$ cat src/rtl/ring_sequence_monitor.sv
// Watches a one-hot rotate-right ring counter: encodes the hot bit to a phase,
// counts revolutions and latches sticky flags on multi-hot or out-of-order patterns.
//
// state  | meaning
// SYNC   | waiting for the first one-hot pattern to lock onto
// LOCKED | tracking rotation, phase valid
// FAULT  | error seen, samples ignored until err_clr or clear
module ring_sequence_monitor #(
  parameter int W  = 4,
  parameter int PW = 2,
  parameter int CW = 8
) (
  input  logic          clk,
  input  logic          clear,
  input  logic          sample_en,
  input  logic [W-1:0]  ring_in,
  input  logic          err_clr,
  output logic [PW-1:0] phase,
  output logic          phase_valid,
  output logic [CW-1:0] rev_count,
  output logic          rev_pulse,
  output logic          illegal_err,
  output logic          seq_err
);

  typedef enum logic [1:0] {SYNC, LOCKED, FAULT} state_t;

  state_t        state, state_nxt;
  logic [PW-1:0] phase_nxt, idx, succ;
  logic [CW-1:0] rev_nxt;
  logic          pulse_nxt, ill_nxt, seq_nxt;
  logic          is_zero, is_legal;

  // A nonzero value with no bit left after clearing its lowest set bit is one-hot.
  assign is_zero  = ~|ring_in;
  assign is_legal = !is_zero && ((ring_in & (ring_in - W'(1))) == '0);
  assign succ     = (phase == '0) ? PW'(W - 1) : phase - PW'(1);

  always_comb begin
    idx = '0;
    for (int i = 0; i < W; i++) begin
      if (ring_in[i]) idx = PW'(i);
    end
  end

  always_comb begin
    state_nxt = state;
    phase_nxt = phase;
    rev_nxt   = rev_count;
    pulse_nxt = 1'b0;
    ill_nxt   = illegal_err;
    seq_nxt   = seq_err;
    if (err_clr) begin
      state_nxt = SYNC;
      ill_nxt   = 1'b0;
      seq_nxt   = 1'b0;
    end else if (sample_en) begin
      case (state)
        SYNC: begin
          if (is_legal) begin
            state_nxt = LOCKED;
            phase_nxt = idx;
          end else if (!is_zero) begin
            state_nxt = FAULT;
            ill_nxt   = 1'b1;
          end
        end
        LOCKED: begin
          if (is_zero) begin
            state_nxt = SYNC;
          end else if (!is_legal) begin
            state_nxt = FAULT;
            ill_nxt   = 1'b1;
          end else if (idx == succ) begin
            phase_nxt = idx;
            if (idx == '0) begin
              rev_nxt   = rev_count + CW'(1);
              pulse_nxt = 1'b1;
            end
          end else if (idx != phase) begin
            state_nxt = FAULT;
            seq_nxt   = 1'b1;
          end
        end
        FAULT:   state_nxt = FAULT;
        default: state_nxt = SYNC;
      endcase
    end
  end

  always_ff @(posedge clk) begin
    if (clear) begin
      state       <= SYNC;
      phase       <= '0;
      phase_valid <= 1'b0;
      rev_count   <= '0;
      rev_pulse   <= 1'b0;
      illegal_err <= 1'b0;
      seq_err     <= 1'b0;
    end else begin
      state       <= state_nxt;
      phase       <= phase_nxt;
      phase_valid <= (state_nxt == LOCKED);
      rev_count   <= rev_nxt;
      rev_pulse   <= pulse_nxt;
      illegal_err <= ill_nxt;
      seq_err     <= seq_nxt;
    end
  end

endmodule

$ cat config.mk
export PLATFORM = sky130hd
export DESIGN_NAME = ring_sequence_monitor
export DESIGN_NICKNAME = d
export VERILOG_FILES = /design/src/rtl/ring_sequence_monitor.sv
export SDC_FILE = /design/constraint.sdc
export NUM_CORES = 1
export LEC_CHECK = 0
export ABC_CLOCK_PERIOD_IN_PS = 4300
export CAP_MARGIN = 40
export CELL_PAD_IN_SITES_DETAIL_PLACEMENT = 0
export CELL_PAD_IN_SITES_GLOBAL_PLACEMENT = 1
export CORE_MARGIN = 1
export CORE_UTILIZATION = 42
export CTS_BUF_LIST = sky130_fd_sc_hd__clkbuf_4
export DETAILED_ROUTE_END_ITERATION = 7
export PLACE_DENSITY_LB_ADDON = 0.25
export REMOVE_ABC_BUFFERS = 1
export SLEW_MARGIN = 20
export SYNTH_ARGS = -nofsm -noshare
export SYNTH_HDL_FRONTEND = slang
export SYNTH_SLANG_ARGS = --single-unit
$ cat constraint.sdc
create_clock -name clk -period 4.3 [get_ports clk]
set_input_delay 0.86 -clock clk [delete_from_list [all_inputs] [get_ports clk]]
set_output_delay 0.86 -clock clk [all_outputs]
set_load 0.02 [all_outputs]
Yosys cells after proc, flatten, opt, wreduce, memory -nomap -nowiden
Cells that the tools add are included.
{"block": "word_totals", "ff_bits": 16, "input_bits": 8, "out_inout_bits": 14, "word_cells": 66}
{"block": "classes", "add_sub_neg": 3, "n_eq_ne": 12, "mux": 24, "n_bitwise": 7, "n_reduce_logical": 13}
{"op": "$mux 2", "n": 15}
{"op": "$ne 2x2->1 const B", "n": 7}
{"op": "$reduce_and 7->1", "n": 2}
{"op": "$reduce_and 6->1", "n": 2}
{"op": "$add 8x1->8 const B", "n": 1}
{"op": "$reduce_or 7->1", "n": 1}
{"op": "$logic_not 2->1", "n": 3}
{"op": "$mux 1", "n": 6}
{"op": "$not 1->1", "n": 6}
{"op": "$pmux 2 s3", "n": 1}
{"op": "$and 4x4->4", "n": 1}
{"op": "$eq 2x1->1 const B", "n": 2}
{"op": "$logic_not 4->1", "n": 1}
{"op": "$pmux 2 s2", "n": 1}
{"op": "$reduce_or 4->1", "n": 1}
{"op": "$sub 4x1->4 const B", "n": 1}
{"op": "$eq 2x2->1", "n": 1}
{"op": "$eq 2x2->1 const B", "n": 1}
{"op": "$ne 2x2->1", "n": 1}
{"op": "$pmux 1 s2", "n": 1}
{"op": "$reduce_bool 2->1", "n": 1}
{"op": "$reduce_or 2->1", "n": 1}
{"op": "$sub 2x1->2 const B", "n": 1}
{"op": "$logic_and 1x1->1", "n": 1}

Logic depth before layout (Yosys ltp)
Gate-level depths: netlist of run 1.
{"block": "depth", "ltp_word": 12, "depth_mapped": 7, "ltp_nobuf": 7}

Worst setup path after synthesis of run 1
OpenSTA, ideal clock, no wires.
{"block": "synth_timing", "kind": "in2reg", "start": "input port ring_in[1]", "end": "register rev_count[4]", "setup_time_ns": 0.123, "arrival_ns": 2.264, "required_ns": 4.177, "path_slack_ns": 1.913, "path_stages": 6, "n_path_buf": 1, "cell_sequence": "buf_2 -> nor3_4 -> nand4b_2 -> a211oi_4 -> nand4_1 -> mux2_1"}
{"block": "synth_between", "elab_chain_cells": 5, "elab_cells_between_ends": 11, "cone_classes": "1 x add/sub; 1 x eq/ne; 3 x mux; 1 x bitwise; 5 x reduce/logical"}
{"element": "start: declaration", "line_no": "16", "text": "input logic [W-1:0] ring_in,"}
{"element": "$sub 4x1->4 / $mux 1 (equally long branches)", "line_no": "36, 42"}
{"element": "$and 4x4->4 / $mux 2 (equally long branches)", "line_no": "36, 42"}
{"element": "$logic_not 4->1 / $mux 2 (equally long branches)", "line_no": "36, 42"}
{"element": "$logic_and 1x1->1, or another cell as far along", "line_no": "36", "text": "assign is_legal = !is_zero && ((ring_in & (ring_in - W'(1))) == '0);"}
{"element": "$reduce_and 7->1 (no line) *"}
{"element": "end signal: assignment", "line_no": "104", "text": "rev_count <= rev_nxt;"}
{"element": "end: declaration", "line_no": "20", "text": "output logic [CW-1:0] rev_count,"}
Every way passes the cells marked *; elsewhere a longest branch is shown, timed or not.
A chain may end at the register's enable or synchronous reset.

Worst setup path after layout of run 1
{"block": "layout_timing", "start": "input port ring_in[3]", "end": "register phase_valid"}
{"block": "layout_between", "elab_chain_cells": 10, "elab_cells_between_ends": 18, "cone_classes": "1 x add/sub; 3 x eq/ne; 10 x mux; 1 x bitwise; 3 x reduce/logical"}
{"element": "$sub 4x1->4 / $mux 2 (equally long branches)", "line_no": "36, 42"}
{"element": "$and 4x4->4 / $ne 2x2->1 (equally long branches)", "line_no": "36, 80"}
{"element": "$logic_not 4->1 / $mux 2 (equally long branches)", "line_no": "36, 80"}
{"element": "$logic_and 1x1->1 / $mux 2 (equally long branches)", "line_no": "36, 74"}
{"element": "$mux 2", "line_no": "71", "text": "end else if (!is_legal) begin"}
{"element": "$mux 2", "line_no": "69", "text": "if (is_zero) begin"}
{"element": "$pmux 2 s3 *", "line_no": "58", "text": "case (state)"}
{"element": "$mux 2 *", "line_no": "57", "text": "end else if (sample_en) begin"}
{"element": "$mux 2 *", "line_no": "53", "text": "if (err_clr) begin"}
{"element": "$eq 2x1->1 *", "line_no": "103", "text": "phase_valid <= (state_nxt == LOCKED);"}
{"element": "end signal: assignment", "line_no": "103"}
{"element": "end: declaration", "line_no": "19", "text": "output logic phase_valid,"}
Marked as above.

==> results of run 1 <==
layout by cell type, fill, tap and decap left out, types with 2 or more instances in the layout:
cell type,n
nor4bb_1,2
xor2_1,2
nor2b_1,8
ha_1,2
nand3_1,4
and4_1,3
mux2_1,5
a211oi_1,2
nand2b_1,5
a31o_1,2
nor2_1,12
a21oi_1,7
inv_1,5
nand4_1,2
dfxtp_1,16
clkbuf_4,3
nor3b_1,2
and2_1,2
a31oi_1,3
mux2i_1,2
clkdlybuf4s50_1,21
a21o_1,2
nand2_1,2
nor3_1,3
worst register-to-register path, stage by stage (launching register included):
cell and delay (ps):
dfxtp_1 460, inv_1 120, ha_1 340, nor4bb_1 270, o22ai_1 190, a211oi_4 530, nand4_1 170, mux2_1 320
cell families after synthesis:
kind of cell             count (synthesis)
adder cells (fa/ha/maj)                  2
XOR/XNOR                                 3
AND/OR/NAND/NOR                         56
buffers and inverters                   11
multiplexers                             7
AO/OA/AOI/OAI                           25
flip-flops                              16
cell type report:
class                   instances  share of cell area (%)
multi-input cells              93                   52.85
clock buffers                   3                   1.739
clock inverters                 1                  0.2899
flip-flops and latches         16                   24.73
well taps                      28                   2.705
repair buffers                 21                   16.23
inverters                       5                   1.449
per-stage QoR:
stage / util, % / instance area, um^2 / std cells / hold WS, ps
2_1_floorplan: - / 1023 / 114 / 555.9
3_3_place_gp: 55.23 / 1269 / 163 / 494.6
3_5_place_dp: 55.23 / 1269 / 163 / 507.7
4_1_cts: 56.37 / 1295 / 167 / 523.4
5_1_grt: 56.37 / 1295 / 167 / 550.0
6_report: 56.37 / 1295 / 167 / 515.6
worst max-delay path by stage:
stage	end	start	slack (ps)	depth (start not counted)
global placement	rev_count[3]$_SDFFE_PP0P_	ring_in[3]	1070	6
floorplan	phase[0]$_SDFFE_PP0P_	phase[0]$_SDFFE_PP0P_	1940	7
global route	rev_count[5]$_SDFFE_PP0P_	ring_in[3]	1160	6
detailed placement	rev_count[3]$_SDFFE_PP0P_	ring_in[3]	990	6
CTS	phase_valid$_SDFF_PP0_	ring_in[3]	1300	6
finish	phase_valid$_SDFF_PP0_	ring_in[3]	1310	6
routing by layer:
metal,global-route usage [%],vias to the layer above
li1,-,489
met1,25.85,438
met2,27.56,16
met3,6.377,2
met4,2.632,0
met5,0,-
power breakdown:
group	total (uW)	internal (uW)	switching, uW
clock network	80.2	33.7	46.5
logic	51.8	23.2	28.6
registers	153	150	2.82
total	285	207	78.0
state kept, by name, summed over array words and instances (netlist names):
register     cells
illegal_err      1
phase            2
phase_valid      1
rev_count        8
rev_pulse        1
seq_err          1
state            2
==> impl_metrics.tcl, run 1 <==
set metrics [dict create \
    dr_wl_met3_um 86 \
    timing.rr.end "rev_count[4]$_SDFFE_PP0P_" \
    crit_path_end_kind "register" \
    finClkSkew_ps 10.94 \
    p_total_uw 285.0 \
    ys_ff_latch 16 \
    num_vias 945 \
    cts_tree "built" \
    clk_path_buf_depth 2 \
    critPathSlowestCell "clkdlybuf4s50_1" \
    async_flop_share_pct 0 \
    highest_layer "met4" \
    power.leakage_uw 0.0004648 \
    drtIter0Drc 21 \
    path_class "primary input to register" \
    boundaryPins 22 \
    start_util_pct 46.08 \
    grt_pass1_vias 822 \
    setup_viol 0 \
    rsz0062_at_grt "false" \
    synth_edf_count 0 \
    cts_buffers 3 \
    hold_viol_final 0 \
    io_buffers 21 \
    synth_top_family_by_area "simple AND/OR/NAND/NOR gates" \
    syn_avg_cell_area_um2 8.821 \
    synth_xor_area_share_pct 2.482 \
    ant_nets 0 \
    grt-ovfl-total 0 \
    fin_ws_ps 1314 \
    grt_start_max_net_pins 24 \
    ys_seq_area_share_pct 30.26 \
    holdBufCountCts 0 \
    power.density_nw_per_um2 220.1 \
    synth_commonest_cells "dfxtp_1 (16), nor2_1 (12), nor2b_1 (8), a21oi_1 (7)" \
    insertion_delay_ps 290 \
    synthTopCellsByArea "dfxtp_1 (30%), mux2_1 (5.3%), nor2b_1 (4.7%), nor2_1 (4.3%), a21oi_1 (3.3%)" \
    finalCriticalPeriod_ps 2986 \
    synthAdderAreaFrac_pct 2.364 \
    wl_mm 2.164 \
    ys.warnings.count 0 \
    worstReg2RegStart "phase[0]$_SDFFE_PP0P_" \
    critical-path-top-delay-family "simple AND/OR/NAND/NOR gates" \
    nNetsFinal 150 \
    drive_above_1_share_pct 6.475 \
    critPathMaxFanout 16 \
    cts_num_sinks 16 \
    reg2reg_depth 7 \
    fp.dieH_um 52.20 \
    path_buf_inv 1 \
    final_max_slew_viol_count 0 \
    synth_compound_area_share_pct 18.32 \
    fmax_mhz 334.8 \
    maxCapViolCount 0 \
    dieArea_um2 2725 \
    cts_root_buf "clkbuf_4" \
    critical-path-max-stage-delay_ps 700 \
    hold_end "illegal_err$_SDFFE_PP0P_" \
    ys_types 47 \
    register_area_um2 320.3 \
    period_share_pct 69.45 \
    route.detailed.drc 0 \
    setup_tns_ps 0 \
    place_hpwl_mm 1.582 \
    clk_pin_slew_worst_paths_ps 80 \
    wl_per_cell_um 12.96 \
    wl_met1_mm 1.127 \
    post_cts_resized 0 \
    grt_pass1_wl_mm 3.753 \
    cp-start-kind "primary input" \
    tightest_slew_ps 734.1 \
    whs_path_depth 2 \
    ys.flop_type "dfxtp_1" \
    h-tree-depth 1 \
    path_cells "clkdlybuf4s50_1 > or2_1 > or3_1 > and2_1 > a31o_1 > a2111oi_2" \
    multi_input_area_um2 684.4 \
    die_w_um 52.20 \
    synth_area_um2 1059 \
    place_congestion 0.7825 \
    n_fill_cell 220 \
    worstHoldStart "illegal_err$_SDFFE_PP0P_" \
    synth_top_area_share_pct 30.26 \
    peakVddDrop_mv 0.2579 \
    cts_setup_buffers 0 \
    relSlewSlack_pct 50.91 \
    antenna_found_initial 0 \
    met2WireLength_um 941 \
    cp.required_ps 4470 \
    status "finished, final reports clean" \
    rows 17 \
    synth.most_common_cell "dfxtp_1" \
    syn-instance-count 120 \
    track_usage_pct 18.37 \
    areaGrowthSynthToFinish_pct 22.34 \
    drt-vias-per-instance 5.659 \
    dp_slack_ps 993.8 \
    reg2reg_slack_ps 1790 \
    synth-simple-area-share_pct 34.28 \
    antenna_cells 0 \
    hp-class "register to register" \
    core_area_um2 2297 \
    drt_first_pass_iters 4 \
    arrival_ps 3160 \
    synth_area_leader_cell "dfxtp_1" \
    synthMuxAreaShare_pct 7.210 \
]
(Power assumes the default switching activity.)
==> run 2: changes to the inputs <==
- ABC_CLOCK_PERIOD_IN_PS: 4300 -> 2750
- CORE_UTILIZATION: 42 -> 39
- clock period: 4.3 -> 2.75 ns (I/O delays scaled with it)
==> run 2 against run 1 <==
Compared with the run above:
- design area grew 6.6%
- utilization shrank 1.7 points
- clock skew shrank 7.7 ps
- combinational power grew 79%
- final cell count grew 7.8%
- critical path depth grew 1
- clock power grew 58%
- setup slack lost 980 ps
- critical endpoint is now rev_count[4]$_SDFFE_PP0P_
- largest power group unchanged
==> impl_metrics.tcl, run 2 (synthesized netlist as in run 1, its figures left out) <==
set metrics [dict create \
    finalCriticalPeriod_ps 2415 \
    worstReg2RegStart "phase[0]$_SDFFE_PP0P_" \
    hold_viol_final 0 \
    place_congestion 0.8798 \
    die_w_um 54.10 \
    drt-vias-per-instance 5.461 \
    place_hpwl_mm 1.686 \
    crit_start "phase[0]$_SDFFE_PP0P_" \
    reg2reg_slack_ps 330 \
    drt_first_pass_iters 4 \
    layout_common_cells "clkdlybuf4s50_1 (21), dfxtp_1 (16), nor2_1 (12)" \
    p_comb_share_pct 20.2 \
    track_usage_pct 18.25 \
    relSlewSlack_pct 49.40 \
    rsz0062_at_grt "false" \
    cp-start-kind "register" \
    largest_registers "rev_count: 8 flops, phase: 2 flops, state: 2 flops" \
    rows 18 \
    post_cts_resized 0 \
    h-tree-depth 1 \
    postPlaceCellArea_um2 1354 \
    switching_power_uw 125.3 \
    finClkSkew_ps 3.259 \
    timing.rr.end "rev_count[4]$_SDFFE_PP0P_" \
    wl_per_cell_um 12.58 \
    cp.required_ps 2930 \
    grt_pass1_wl_mm 3.815 \
    final_max_slew_viol_count 0 \
    grt_start_max_net_pins 24 \
    peakVddDrop_mv 0.3052 \
    grt_pass1_vias 858 \
    drive_above_1_share_pct 13.33 \
    swShare_pct 27.32 \
    cts_buffers 3 \
    io_buffers 21 \
    hp-class "register to register" \
    cts_setup_buffers 0 \
    fmax_mhz 414.1 \
    crit_path_end_kind "register" \
    layout_commonest_cell "clkdlybuf4s50_1" \
    path_class "register to register" \
    core_area_um2 2522 \
    p_total_uw 458.8 \
    route.detailed.drc 0 \
    wl_mm 2.264 \
    arrival_ps 2590 \
    critPathMaxFanout 7 \
    setup_tns_ps 0 \
    boundaryPins 22 \
    critical-path-max-stage-delay_ps 470 \
    insertion_delay_ps 290 \
    crit_end "rev_count[4]$_SDFFE_PP0P_" \
    power.leakage_uw 0.0005179 \
    grt-ovfl-total 0 \
    period_share_pct 87.82 \
    fin_area_um2 1380 \
    p_clk_share_pct 27.6 \
    antenna_found_initial 0 \
    critPathSlowestCell "dfxtp_1" \
    start_util_pct 41.96 \
    maxCapViolCount 0 \
    tightest_slew_ps 756.6 \
    fin_hold_ws_ps 524.2 \
    setup_viol 0 \
    clk_pin_slew_worst_paths_ps 90 \
    n_fill_cell 241 \
    drtIter0Drc 15 \
    status "finished, final reports clean" \
    internal_power_uw 333.4 \
    clk_path_buf_depth 2 \
    cts_root_buf "clkbuf_4" \
    fp.dieH_um 54.10 \
    antenna_cells 0 \
    areaGrowthSynthToFinish_pct 30.38 \
    largest_register_ffs 8 \
    holdBufCountCts 0 \
    ant_nets 0 \
    nNetsFinal 161 \
    sequentialPowerShare_pct 52.1 \
    power.density_nw_per_um2 332.4 \
    cts_num_sinks 16 \
    dieArea_um2 2926 \
    reg2reg_depth 7 \
    regMostFlops "rev_count" \
    num_vias 983 \
    path_cells "inv_1 > ha_1 > nor4bb_1 > o22ai_1 > a211oi_4 > nand4_1 > mux2_1" \
    cts_tree "built" \
]
## run 2: routing by layer
layer  track usage (%)  routed length [um]
met1             24.96                1166
met3             5.932                  90
met4             5.128                  19
met2             27.16                 988
met5                 0                   0
## run 2: critical path: cells and delay by family, from the launching register on
family / cells / cell delay [ps]
adder cells (fa/ha/maj): 1 / 340
AO/OA/AOI/OAI: 2 / 620
buffers and inverters: 1 / 120
flip-flops: 1 / 470
multiplexers: 1 / 330
AND/OR/NAND/NOR: 2 / 430
## run 2: area by class of cell
type                    count  area (um^2)  share of cell area [%]
well taps                  30        37.54                   2.720
clock inverters             1        3.754                  0.2720
clock buffers               3        22.52                   1.632
repair buffers             32        292.8                   21.21
multi-input cells          93        684.4                   49.59
inverters                   5        18.77                   1.360
flip-flops and latches     16        320.3                   23.21
## run 2: metrics by stage
step / setup slack, ps / util [%] / cells
floorplan: 389.0 / - / 114
global placement: 104.7 / 53.67 / 176
detailed placement: 89.83 / 53.67 / 176
CTS: 349.1 / 54.71 / 180
global route: 142.3 / 54.71 / 180
finish: 334.9 / 54.71 / 180
## run 2: worst min path at each step
stage | from | cells past startpoint | end | slack (ps)
floorplan | state[0]$_SDFF_PP0_ | 2 | rev_pulse$_SDFF_PP0_ | 560
global placement | illegal_err$_SDFFE_PP0P_ | 2 | illegal_err$_SDFFE_PP0P_ | 500
detailed placement | illegal_err$_SDFFE_PP0P_ | 2 | illegal_err$_SDFFE_PP0P_ | 520
CTS | illegal_err$_SDFFE_PP0P_ | 2 | illegal_err$_SDFFE_PP0P_ | 530
global route | illegal_err$_SDFFE_PP0P_ | 2 | illegal_err$_SDFFE_PP0P_ | 550
finish | illegal_err$_SDFFE_PP0P_ | 2 | illegal_err$_SDFFE_PP0P_ | 520
## run 2: power by group through the flow
stage                     combinational (uW)  sequential (uW)  clock, uW
after floorplan                         42.1              246          0
after global placement                  91.4              245          0
after detailed placement                92.7              245          0
after CTS                               93.0              239        133
after global routing                     103              240        146
final                                   92.7              239        127
